--- src/rtl/lc3_ctrl_pkg.sv ---
// rtl/lc3_ctrl_pkg.sv - shared FSM states, opcodes and mem_state encodings for the LC-3 fetch controller
// Contents:
//   state_t       controller FSM states
//   OP_*          LC-3 opcodes (IR[15:12]) the controller distinguishes
//   MS_*          mem_state encodings presented to the memory stage
//   exec_next     successor of EXECUTE for a given opcode
//   mem_state_of  mem_state value shown while in a given state
//   is_wait_state states whose dwell time is bounded by the timeout counter
package lc3_ctrl_pkg;

    typedef enum logic [2:0] {
        ST_FETCH,
        ST_DECODE,
        ST_EXECUTE,
        ST_MEM_IND,
        ST_MEM_READ,
        ST_MEM_WRITE,
        ST_WRITEBACK,
        ST_UPDATE_PC
    } state_t;

    localparam logic [3:0] OP_BR  = 4'b0000;
    localparam logic [3:0] OP_ADD = 4'b0001;
    localparam logic [3:0] OP_LD  = 4'b0010;
    localparam logic [3:0] OP_ST  = 4'b0011;
    localparam logic [3:0] OP_AND = 4'b0101;
    localparam logic [3:0] OP_LDR = 4'b0110;
    localparam logic [3:0] OP_STR = 4'b0111;
    localparam logic [3:0] OP_NOT = 4'b1001;
    localparam logic [3:0] OP_LDI = 4'b1010;
    localparam logic [3:0] OP_STI = 4'b1011;
    localparam logic [3:0] OP_JMP = 4'b1100;
    localparam logic [3:0] OP_LEA = 4'b1110;

    localparam logic [1:0] MS_READ  = 2'd0;
    localparam logic [1:0] MS_IND   = 2'd1;
    localparam logic [1:0] MS_WRITE = 2'd2;
    localparam logic [1:0] MS_IDLE  = 2'd3;

    // Unlisted opcodes are retired as NOPs straight through UPDATE_PC.
    function automatic state_t exec_next(input logic [3:0] op);
        case (op)
            OP_ADD, OP_AND, OP_NOT, OP_LEA: exec_next = ST_WRITEBACK;
            OP_LD, OP_LDR:                  exec_next = ST_MEM_READ;
            OP_LDI, OP_STI:                 exec_next = ST_MEM_IND;
            OP_ST, OP_STR:                  exec_next = ST_MEM_WRITE;
            default:                        exec_next = ST_UPDATE_PC;
        endcase
    endfunction

    function automatic logic [1:0] mem_state_of(input state_t s);
        case (s)
            ST_MEM_IND:   mem_state_of = MS_IND;
            ST_MEM_READ:  mem_state_of = MS_READ;
            ST_MEM_WRITE: mem_state_of = MS_WRITE;
            default:      mem_state_of = MS_IDLE;
        endcase
    endfunction

    function automatic logic is_wait_state(input state_t s);
        is_wait_state = (s == ST_FETCH) || (s == ST_MEM_IND) ||
                        (s == ST_MEM_READ) || (s == ST_MEM_WRITE);
    endfunction

endpackage

--- src/rtl/lc3_fetch_ctrl_if.sv ---
// rtl/lc3_fetch_ctrl_if.sv - handshake/control bundle between the fetch controller and the datapath
// Signals:
//   complete_instr, complete_data  memory completion strobes (datapath -> controller)
//   IR, NZP, psr                   decoded instruction, branch field, condition codes
//   enable_*                       one-hot stage enables (controller -> datapath)
//   br_taken, mem_state, mem_err   PC redirect, memory access kind, timeout pulse
// Modports: master = controller side, slave = datapath side.
interface lc3_fetch_ctrl_if;
    logic        complete_instr;
    logic        complete_data;
    logic [15:0] IR;
    logic [2:0]  NZP;
    logic [2:0]  psr;
    logic        enable_fetch;
    logic        enable_decode;
    logic        enable_execute;
    logic        enable_writeback;
    logic        enable_updatePC;
    logic        br_taken;
    logic [1:0]  mem_state;
    logic        mem_err;

    modport master (
        input  complete_instr, complete_data, IR, NZP, psr,
        output enable_fetch, enable_decode, enable_execute, enable_writeback,
               enable_updatePC, br_taken, mem_state, mem_err
    );

    modport slave (
        output complete_instr, complete_data, IR, NZP, psr,
        input  enable_fetch, enable_decode, enable_execute, enable_writeback,
               enable_updatePC, br_taken, mem_state, mem_err
    );
endinterface

--- src/rtl/lc3_br_eval.sv ---
// rtl/lc3_br_eval.sv - branch/jump redirect decision
// Ports:
//   opcode  in  IR[15:12]
//   nzp     in  branch condition field
//   psr     in  current condition codes (n,z,p)
//   taken   out 1 for JMP, or for BR whose condition matches psr
module lc3_br_eval
    import lc3_ctrl_pkg::*;
(
    input  logic [3:0] opcode,
    input  logic [2:0] nzp,
    input  logic [2:0] psr,
    output logic       taken
);
    assign taken = (opcode == OP_JMP) ||
                   ((opcode == OP_BR) && ((nzp & psr) != 3'b000));
endmodule

--- src/rtl/lc3_fetch_ctrl.sv ---
// rtl/lc3_fetch_ctrl.sv - LC-3 multi-cycle fetch/decode/execute/memory/writeback sequencer
// Ports:
//   clock        single clock, rising edge
//   reset        synchronous, active-high
//   bus          lc3_fetch_ctrl_if.master (completions, IR/NZP/psr in; enables, br_taken, mem_state, mem_err out)
//   retired_cnt  16-bit UPDATE_PC counter, present only with FETCH_CTRL_PERF_EN defined
// Parameter TIMEOUT_CYCLES bounds the dwell in FETCH and the memory states.
module lc3_fetch_ctrl
    import lc3_ctrl_pkg::*;
#(
    parameter int TIMEOUT_CYCLES = 64
) (
    input  logic clock,
    input  logic reset,
    lc3_fetch_ctrl_if.master bus
`ifdef FETCH_CTRL_PERF_EN
    ,
    output logic [15:0] retired_cnt
`endif
);
    localparam int CW = $clog2(TIMEOUT_CYCLES + 1);

    state_t        state_q, state_d;
    logic [CW-1:0] wait_cnt_q, wait_cnt_d;
    logic          en_fetch_q, en_fetch_d;
    logic          en_decode_q, en_decode_d;
    logic          en_execute_q, en_execute_d;
    logic          en_writeback_q, en_writeback_d;
    logic          en_update_pc_q, en_update_pc_d;
    logic          br_taken_q, br_taken_d;
    logic [1:0]    mem_state_q, mem_state_d;
    logic          mem_err_q, mem_err_d;
    logic          timed_out;
    logic          wait_expired;
    logic          br_hit;
    logic [3:0]    opcode;
    logic          unused_ir;

    assign opcode    = bus.IR[15:12];
    assign unused_ir = ^bus.IR[11:0];

    lc3_br_eval u_br_eval (
        .opcode (opcode),
        .nzp    (bus.NZP),
        .psr    (bus.psr),
        .taken  (br_hit)
    );

    // Last permitted waiting cycle: a completion here still wins over the timeout.
    assign wait_expired = (wait_cnt_q == CW'(TIMEOUT_CYCLES - 1));

    always_comb begin
        state_d   = state_q;
        timed_out = 1'b0;
        unique case (state_q)
            ST_FETCH: begin
                if (bus.complete_instr) state_d = ST_DECODE;
                else if (wait_expired)  timed_out = 1'b1;
            end
            ST_DECODE:  state_d = ST_EXECUTE;
            ST_EXECUTE: state_d = exec_next(opcode);
            ST_MEM_IND: begin
                if (bus.complete_data)
                    state_d = (opcode == OP_LDI) ? ST_MEM_READ : ST_MEM_WRITE;
                else if (wait_expired)
                    timed_out = 1'b1;
            end
            ST_MEM_READ: begin
                if (bus.complete_data) state_d = ST_WRITEBACK;
                else if (wait_expired) timed_out = 1'b1;
            end
            ST_MEM_WRITE: begin
                if (bus.complete_data) state_d = ST_UPDATE_PC;
                else if (wait_expired) timed_out = 1'b1;
            end
            ST_WRITEBACK: state_d = ST_UPDATE_PC;
            ST_UPDATE_PC: state_d = ST_FETCH;
            default:      state_d = ST_FETCH;
        endcase
        if (timed_out) state_d = ST_UPDATE_PC;

        wait_cnt_d = ((state_d == state_q) && is_wait_state(state_q)) ? wait_cnt_q + 1'b1 : '0;

        // Outputs are decoded from the next state so they line up with state_q.
        en_fetch_d     = (state_d == ST_FETCH);
        en_decode_d    = (state_d == ST_DECODE);
        en_execute_d   = (state_d == ST_EXECUTE);
        en_writeback_d = (state_d == ST_WRITEBACK);
        en_update_pc_d = (state_d == ST_UPDATE_PC);
        // Only the EXECUTE->UPDATE_PC path carries BR/JMP; timeouts never redirect.
        br_taken_d     = (state_q == ST_EXECUTE) && (state_d == ST_UPDATE_PC) && br_hit;
        mem_state_d    = mem_state_of(state_d);
        mem_err_d      = timed_out;
    end

    always_ff @(posedge clock) begin
        if (reset) begin
            state_q        <= ST_FETCH;
            wait_cnt_q     <= '0;
            // FETCH's own decode, so the first cycle after reset already fetches;
            // the output gating below holds everything low while reset is high.
            en_fetch_q     <= 1'b1;
            en_decode_q    <= 1'b0;
            en_execute_q   <= 1'b0;
            en_writeback_q <= 1'b0;
            en_update_pc_q <= 1'b0;
            br_taken_q     <= 1'b0;
            mem_state_q    <= MS_IDLE;
            mem_err_q      <= 1'b0;
        end else begin
            state_q        <= state_d;
            wait_cnt_q     <= wait_cnt_d;
            en_fetch_q     <= en_fetch_d;
            en_decode_q    <= en_decode_d;
            en_execute_q   <= en_execute_d;
            en_writeback_q <= en_writeback_d;
            en_update_pc_q <= en_update_pc_d;
            br_taken_q     <= br_taken_d;
            mem_state_q    <= mem_state_d;
            mem_err_q      <= mem_err_d;
        end
    end

    assign bus.enable_fetch     = en_fetch_q     & ~reset;
    assign bus.enable_decode    = en_decode_q    & ~reset;
    assign bus.enable_execute   = en_execute_q   & ~reset;
    assign bus.enable_writeback = en_writeback_q & ~reset;
    assign bus.enable_updatePC  = en_update_pc_q & ~reset;
    assign bus.br_taken         = br_taken_q     & ~reset;
    assign bus.mem_err          = mem_err_q      & ~reset;
    assign bus.mem_state        = reset ? MS_IDLE : mem_state_q;

`ifdef FETCH_CTRL_PERF_EN
    logic [15:0] retired_cnt_q, retired_cnt_d;

    always_comb begin
        retired_cnt_d = retired_cnt_q;
        if (state_q == ST_UPDATE_PC) retired_cnt_d = retired_cnt_q + 16'd1;
    end

    always_ff @(posedge clock) begin
        if (reset) retired_cnt_q <= 16'd0;
        else       retired_cnt_q <= retired_cnt_d;
    end

    assign retired_cnt = retired_cnt_q;
`endif

endmodule

--- src/flat_wrapper.sv ---
// flat-port wrapper written by rule: the top's interface ports become plain ports
module lc3_fetch_ctrl_flat import lc3_ctrl_pkg::*;
#(
    parameter int TIMEOUT_CYCLES = 64
)
  (clock, reset, bus_complete_instr, bus_complete_data, bus_IR, bus_NZP, bus_psr, bus_enable_fetch, bus_enable_decode, bus_enable_execute, bus_enable_writeback, bus_enable_updatePC, bus_br_taken, bus_mem_state, bus_mem_err);
  lc3_fetch_ctrl_if bus_i ();
  input  logic clock;
  input  logic reset;
  input wire logic [$bits(bus_i.complete_instr)-1:0] bus_complete_instr;
  input wire logic [$bits(bus_i.complete_data)-1:0] bus_complete_data;
  input wire logic [$bits(bus_i.IR)-1:0] bus_IR;
  input wire logic [$bits(bus_i.NZP)-1:0] bus_NZP;
  input wire logic [$bits(bus_i.psr)-1:0] bus_psr;
  output wire logic [$bits(bus_i.enable_fetch)-1:0] bus_enable_fetch;
  output wire logic [$bits(bus_i.enable_decode)-1:0] bus_enable_decode;
  output wire logic [$bits(bus_i.enable_execute)-1:0] bus_enable_execute;
  output wire logic [$bits(bus_i.enable_writeback)-1:0] bus_enable_writeback;
  output wire logic [$bits(bus_i.enable_updatePC)-1:0] bus_enable_updatePC;
  output wire logic [$bits(bus_i.br_taken)-1:0] bus_br_taken;
  output wire logic [$bits(bus_i.mem_state)-1:0] bus_mem_state;
  output wire logic [$bits(bus_i.mem_err)-1:0] bus_mem_err;
  assign bus_i.complete_instr = bus_complete_instr;
  assign bus_i.complete_data = bus_complete_data;
  assign bus_i.IR = bus_IR;
  assign bus_i.NZP = bus_NZP;
  assign bus_i.psr = bus_psr;
  assign bus_enable_fetch = bus_i.enable_fetch;
  assign bus_enable_decode = bus_i.enable_decode;
  assign bus_enable_execute = bus_i.enable_execute;
  assign bus_enable_writeback = bus_i.enable_writeback;
  assign bus_enable_updatePC = bus_i.enable_updatePC;
  assign bus_br_taken = bus_i.br_taken;
  assign bus_mem_state = bus_i.mem_state;
  assign bus_mem_err = bus_i.mem_err;
  lc3_fetch_ctrl #(.TIMEOUT_CYCLES(TIMEOUT_CYCLES)) u_core (.clock(clock), .reset(reset), .bus(bus_i));
endmodule
--- config.mk ---
export PLATFORM = sky130hd
export DESIGN_NAME = lc3_fetch_ctrl_flat
export DESIGN_NICKNAME = d
export VERILOG_FILES = /design/src/rtl/lc3_ctrl_pkg.sv /design/src/rtl/lc3_fetch_ctrl_if.sv /design/src/rtl/lc3_br_eval.sv /design/src/rtl/lc3_fetch_ctrl.sv /design/src/flat_wrapper.sv
export SDC_FILE = /design/constraint.sdc
export NUM_CORES = 1
export LEC_CHECK = 0
export CORE_ASPECT_RATIO = 0.6
export CORE_MARGIN = 2
export CORE_UTILIZATION = 25
export DETAILED_ROUTE_END_ITERATION = 8
export DONT_BUFFER_PORTS = 1
export PLACE_DENSITY = 0.41
export SYNTH_ARGS = -nofsm -noshare
export SYNTH_HDL_FRONTEND = slang
export SYNTH_SLANG_ARGS = --single-unit
--- constraint.sdc ---
create_clock -name clock -period 1.9 [get_ports clock]
set_clock_uncertainty 0.15 [all_clocks]
set_input_delay 0.19 -clock clock [delete_from_list [all_inputs] [get_ports clock]]
set_output_delay 0.19 -clock clock [all_outputs]
set_load 0.03 [all_outputs]
==> summary.md, run 1 <==
| Metric | Value |
|---|---|
| Placed cell area | `1300 µm²` |
| Min-Delay Endpoint | `u_core.br_taken_q` |
| R2r setup slk | `-30 ps` |
| Leak | `0.562 nW` |
| Max capacitance violation total | `0` |
| GR Overflow Total | `0` |
| Critical hold path startpoint | `bus_IR[14]` |
| Async SR Flop Fraction | `0%` |
| Clk Latency, worst-skew pair | `250 ps` |
| Most common cell after layout, fill and taps aside | `buf_4` |
| Top Registers | `u_core.wait_cnt_q (7), u_core.state_q (3), u_core.mem_state_q (2)` |
| Syn Std Cell Area | `1100 µm²` |
| Port buffer count | `0` |
| F_max | `0.519 GHz` |
| Hold Crit Class | `in2reg` |
| R2R cell count | `7` |
| Final setup viols | `4` |
| Final instance area | `1440 µm²` |
| Distinct cell type count after synthesis | `44` |
| Drt first pass iters | `4` |
| Pwr/cell area | `1380 nW/µm²` |
| Avg WL per Cell | `13.7 µm` |
| Setup slack after layout | `-27.3 ps` |
| Multi-input logic area | `717 µm²` |
| CTS clk-pin slew, worst paths | `70 ps` |
| TNS Setup | `-83.4 ps` |
| Crit path max fanout | `5` |
| Die Span Y | `55.4 µm` |
| Final wirelength | `2880 µm` |
| Slew HR | `60.8%` |
| Syn. warnings | `0` |
| CP Class | `reg2reg` |
| DRC Markers | `0` |
| Die area | `4970 µm²` |
| Initial antenna violation count | `0` |
| Filler instances | `443` |
| Startpoint types | `flip-flop` |
| Synth area leader | `dfxtp_1` |
| Hold path cells | `3` |
| Dpl hpwl | `2210 µm` |
| Max-slew violations | `0` |
| Final Hold Viols | `0` |
| Max Root-Sink Buffers | `2` |
| Seq cells post-synth | `19` |
| Ports | `35` |
| Period utilization | `101%` |
| Core box area | `4170 µm²` |
| Vias in the first global route | `967` |
| Status | `finished with violations` |
| Final ANT Viol Nets | `0` |
| CP Data Required Time | `1940 ps` |
| First-iteration detailed-routing DRC count | `58` |
| Sequential share of the synthesized area | `34.5%` |
| CTS tree | `done` |
| Worst EP arrival | `1960 ps` |
| Antenna Cells | `0` |
| Reg-to-reg startpoint | `u_core.state_q[2]` |
| Via density per instance | `4.75` |
| Failing checks | `setup timing` |
| Die Width | `89.7 µm` |
| Largest register FFs | `7` |
| Post-route minimum period | `1930 ps` |
| DR vias | `1002` |
| Syn Nets | `158` |
| Placer Congestion | `0.749` |
| Main synth FF type | `dfxtp_1` |
| Core Rows | `18` |
| Root buffer selected by CTS | `clkbuf_8` |
| R2r endpoint | `u_core.wait_cnt_q[3]` |
| Synthesized instance count | `128` |
| RSZ-0062 raised after global routing | `true` |
| Share of cells above drive strength 1 | `30.5%` |
| Most frequent cells in the layout | `buf_4, dfxtp_1, nor2_1` |
| First-pass GRT wire length | `4830 µm` |
| Clock Sinks | `19` |
| Max VDD drop | `0.334 mV` |
| GRT Total Usage | `12.1%` |
| Register area | `389 µm²` |
| # nets final | `182` |
| Largest reg by FF count | `u_core.wait_cnt_q` |
| Largest net degree at the start of global routing | `13` |
| CP Launch Point | `u_core.state_q[2]` |
| Initial core utilization | `26.5%` |
| CTS H-Tree Depth | `1` |
| Worst setup EP type | `flip-flop` |
| Synth area leaders | `dfxtp_1, ha_1, nor2b_1` |
| Area Growth Syn to Fin | `30.6%` |
| Synth top area share | `34.5%` |
| CTS buffer count | `3` |
| Post-synth EDFFs | `0` |
| Worst slew pin tran | `586 ps` |
| Avg Synthesized Cell Area | `8.61 µm²` |
## worst max-delay path, stage by stage, from the launching register on
cell and delay [ps]:
dfxtp_4 370, buf_6 120, nor3b_4 140, a221o_1 360, a2111oi_4 370, buf_4 190
nand2_1 50, a21oi_1 100
## where the power goes
group / total, W / internal [W] / switching, W
logic: 0.00115 / 0.000556 / 0.000591
clock network: 0.000276 / 0.000146 / 0.000130
registers: 0.000569 / 0.000496 / 0.0000724
total: 0.00199 / 0.00120 / 0.000794
## metal layers
metal  vias up  part of all wire, %  GRT usage (%)
li1        511                    -              -
met1       464                   52           17.2
met2        21                   42           17.1
met3         6                  4.7           4.50
met4         0                  1.1           3.30
met5         -                    0              0
## Yosys cell counts (2+ instances only)
cell type,number
o21a_1,2
ha_1,4
and3_1,2
a21oi_1,8
nor2b_1,8
buf_6,3
nand3_1,3
clkbuf_1,3
nor2_1,12
xor2_1,2
or2_2,2
nand2_1,8
inv_1,3
dfxtp_1,19
nor3_1,7
a221o_1,3
a21o_1,2
o21ai_1,3
xnor2_1,3
nand2b_1,3
a21boi_0,2
o21ai_0,2
a211oi_1,3
## logic make-up (layout without fill, tap and decap cells)
family                     after synthesis  in the layout  synth area share, %
DFF                                     19             19                 34.5
buffers and inverters                   10             33                 5.79
adders and majority gates                4              4                 4.54
and+or+nand+nor                         54             54                 26.1
xor gates and xnor gates                 5              5                 3.97
AOI/OAI and AO/OA                       35             35                 24.2
muxes                                    1              1                0.908
## worst max path at each step
stage	endpoint	slack [ps]	cells past startpoint
after floorplan	u_core.wait_cnt_q[2]	10	8
after global placement	u_core.wait_cnt_q[4]	-90	5
after detailed placement	u_core.wait_cnt_q[4]	-100	5
after CTS	u_core.wait_cnt_q[2]	10	6
after global routing	u_core.wait_cnt_q[0]	-110	7
final	u_core.wait_cnt_q[3]	-30	7
## cell type report
cell class,instances,share of cell area [%]
Clock inverter,1,0.348
Inverter,3,0.782
Sequential cell,19,27.0
Timing Repair Buffer,26,14.0
Multi-Input combinational cell,99,49.8
Tap cell,60,5.21
Clock buffer,3,2.87
## per-stage QoR
step,std cells,total power (W),utilization (%),hold WS (ps),worst slack [ps]
6_report,211,0.00199,34.6,123,-27.3
5_1_grt,211,0.00215,34.6,108,-110
4_1_cts,210,0.00192,33.2,112,12.3
3_5_place_dp,204,0.00158,31.1,120,-103
3_3_place_gp,204,0.00157,31.1,119,-86.8
2_1_floorplan,128,0.00124,-,331,12.5
## what timing repair did
item / in CTS / in global routing
cloned: 0 / 0
hold endpoints to repair: 12 / 0
endpoints found under the setup margin: 13 / 18
pin swaps: 1 / 3
resized for setup: 6 / 12
hold buffers: 1 / 0
buffers inserted: 1 / 1
Note: power is estimated with default switching activity, not from simulation.
==> run 2: changes to the inputs <==
--- a/config.mk
+++ b/config.mk
@@ -5,12 +5,11 @@
 export SDC_FILE = /design/constraint.sdc
 export NUM_CORES = 1
 export LEC_CHECK = 0
-export CORE_ASPECT_RATIO = 0.6
 export CORE_MARGIN = 2
-export CORE_UTILIZATION = 25
+export CORE_UTILIZATION = 55
 export DETAILED_ROUTE_END_ITERATION = 8
 export DONT_BUFFER_PORTS = 1
-export PLACE_DENSITY = 0.41
+export PLACE_DENSITY = 0.74
 export SYNTH_ARGS = -nofsm -noshare
 export SYNTH_HDL_FRONTEND = slang
 export SYNTH_SLANG_ARGS = --single-unit
==> run 2 against run 1 <==
The flow now finishes without violations. Fmax rose by 6.4%. Critical path depth fell by 2. Largest power group unchanged. Count of clock-buffer cells in the layout did not move. Critical endpoint is now u_core.en_fetch_q. Critical path type unchanged. Register-to-register slack improved by 120 ps. Utilization rose by 34 points. Hold slack got worse by 75 ps. Wire length fell by 17%. First-iteration DRC count fell by 55%. Clock power fell by 29%.
==> summary.md, run 2 (synthesis results as in run 1) <==
| Metric | Value |
|---|---|
| Status | `complete, no violations` |
| Crit path max fanout | `6 (+1)` |
| Max capacitance violation total | `0 (unchanged)` |
| CTS clk-pin slew, worst paths | `100 ps (+30 ps)` |
| CTS tree | `done` |
| Sequential share of power | `32.0% (+3.5 points)` |
| Max VDD drop | `1.01 mV (+200%)` |
| Cells along the critical path | `and2_4, buf_4, a221oi_2, nor2_1, a31o_2` |
| Clk Latency, worst-skew pair | `290 ps (+40 ps)` |
| CP Data Required Time | `1950 ps (about the same)` |
| Max Root-Sink Buffers | `2 (unchanged)` |
| Worst setup EP type | `flip-flop` |
| Drt first pass iters | `4 (unchanged)` |
| Initial core utilization | `57.4% (+31 points)` |
| Final wirelength | `2400 µm (-17%)` |
| Top Registers | `u_core.wait_cnt_q (7), u_core.state_q (3), u_core.mem_state_q (2)` |
| CTS H-Tree Depth | `1 (unchanged)` |
| First-pass GRT wire length | `3890 µm (-19%)` |
| Area Growth Syn to Fin | `19.8%` |
| Via density per instance | `5.79 (+22%)` |
| Post-route minimum period | `1810 ps (-116 ps)` |
| Root buffer selected by CTS | `clkbuf_4` |
| RSZ-0062 raised after global routing | `true` |
| Dpl hpwl | `1690 µm (-24%)` |
| Final Hold Viols | `0 (unchanged)` |
| F_max | `0.552 GHz (+6.4%)` |
| GR Overflow Total | `0 (unchanged)` |
| Placer Congestion | `0.881 (+18%)` |
| Switching share of total power | `40.6% (+0.69 points)` |
| Int Pwr | `0.00107 W (-10%)` |
| Worst slew pin tran | `596 ps (+9.78 ps)` |
| Core box area | `1920 µm² (-54%)` |
| Pwr/cell area | `1370 nW/µm² (-1.2%)` |
| Share of cells above drive strength 1 | `26.4% (-4.1 points)` |
| Multi-input logic area | `706 µm² (-1.6%)` |
| Clk pwr share | `10.8% (-3.1 points)` |
| DRC Markers | `0 (unchanged)` |
| Combinational Power Share | `57.2% (-0.4 points)` |
| Die Width | `48.8 µm (-46%)` |
| Register area | `393 µm² (+0.96%)` |
| Leak | `0.516 nW (-8.2%)` |
| Worst EP arrival | `1860 ps (-100 ps)` |
| DR vias | `990 (-1.2%)` |
| Most frequent cells in the layout | `buf_4, dfxtp_1, nor2_1` |
| Die area | `2380 µm² (-52%)` |
| Clock Sinks | `19 (unchanged)` |
| Final setup viols | `0 (-4)` |
| CP Class | `reg2reg` |
| Port buffer count | `0 (unchanged)` |
| First-iteration detailed-routing DRC count | `26 (-55%)` |
| Initial antenna violation count | `0 (unchanged)` |
| Slowest stage delay, CP | `430 ps (+60 ps)` |
| Startpoint types | `flip-flop` |
| Antenna Cells | `0 (unchanged)` |
| Most common cell after layout, fill and taps aside | `buf_4` |
| CTS buffer count | `3 (unchanged)` |
| Final ANT Viol Nets | `0 (unchanged)` |
| Largest reg by FF count | `u_core.wait_cnt_q` |
| Setup slack after layout | `88.6 ps (+116 ps)` |
| Core Rows | `16 (-2)` |
| Die Span Y | `48.8 µm (-12%)` |
| Hold Crit Class | `in2reg` |
| Ports | `35 (unchanged)` |
| P_sw | `0.000732 W (-7.8%)` |
| Avg WL per Cell | `14.1 µm (+2.9%)` |
| GRT Total Usage | `20.9% (+8.8 points)` |
| Slowest CP cell | `a221oi_2` |
| Largest register FFs | `7 (unchanged)` |
| Post-Place Setup Slack | `-236 ps (-133 ps)` |
| Slew HR | `60.2% (-0.65 points)` |
| Period utilization | `95.3% (-6.1 points)` |
| Largest net degree at the start of global routing | `13 (unchanged)` |
| Final Core Density | `68.7% (+34 points)` |
| Filler instances | `164 (-63%)` |
| Max-slew violations | `0 (unchanged)` |
| # nets final | `175 (-3.8%)` |
| Hold WS | `48.3 ps (-74.9 ps)` |
| Vias in the first global route | `962 (-0.52%)` |
## run 2: power groups by stage
stage | Clock, W | Combinational [W] | Sequential, W
2_1_floorplan | 0 | 0.000718 | 0.000524
3_3_place_gp | 0 | 0.000901 | 0.000561
3_5_place_dp | 0 | 0.000922 | 0.000566
4_1_cts | 0.000203 | 0.000973 | 0.000562
5_1_grt | 0.000219 | 0.00113 | 0.000587
6_report | 0.000195 | 0.00103 | 0.000577
## run 2: layout make-up
type,count,share of cell area [%]
clock buffers,3,1.71
multi-input cells,99,53.5
repair buffers,19,11.3
clock inverters,1,0.379
inverters,3,0.853
well taps,27,2.56
flip-flops and latches,19,29.8
## run 2: path summary, 6_finish.rpt
kind | startpoint | end | slack [ps] | cells past startpoint
max | u_core.state_q[0] | u_core.en_fetch_q | 90 | 5
min | bus_complete_data | u_core.en_writeback_q | 50 | 3
max reg2reg | u_core.state_q[0] | u_core.en_fetch_q | 90 | 5
min reg2reg | u_core.wait_cnt_q[5] | u_core.wait_cnt_q[5] | 400 | 3
## run 2: worst max-delay path: cells and delay by family (launching register included)
kind | cells | cell delay, ps
DFF | 1 | 380
AOI/OAI and AO/OA | 2 | 700
buffers and inverters | 1 | 130
and+or+nand+nor | 2 | 350
## run 2: per-layer routing
metal / track usage, % / routed length, µm / vias to the layer above
li1: - / - / 498
met1: 23.1 / 1040 / 462
met2: 36.1 / 1240 / 24
met3: 4.91 / 83 / 6
met4: 12.9 / 44 / 0
met5: 0 / 0 / -
## run 2: what timing repair did
action	in CTS	in global routing
setup buffers	0	3
hold buffers	1	0
endpoints found under the hold margin	12	0
setup endpoints to repair	18	16
gates resized for setup	8	14
pin swaps	2	1
## run 2: stage by stage
| stage | instances | power [W] | setup TNS [ps] | instance area (µm²) |
|---|---|---|---|---|
| after detailed placement | 163 | 0.00149 | -2970 | 1200 |
| after global placement | 163 | 0.00146 | -1480 | 1200 |
| after floorplan | 128 | 0.00124 | 0 | 1100 |
| after CTS | 168 | 0.00174 | 0 | 1260 |
| after global routing | 171 | 0.00194 | -12.8 | 1320 |
| final | 171 | 0.00180 | 0 | 1320 |
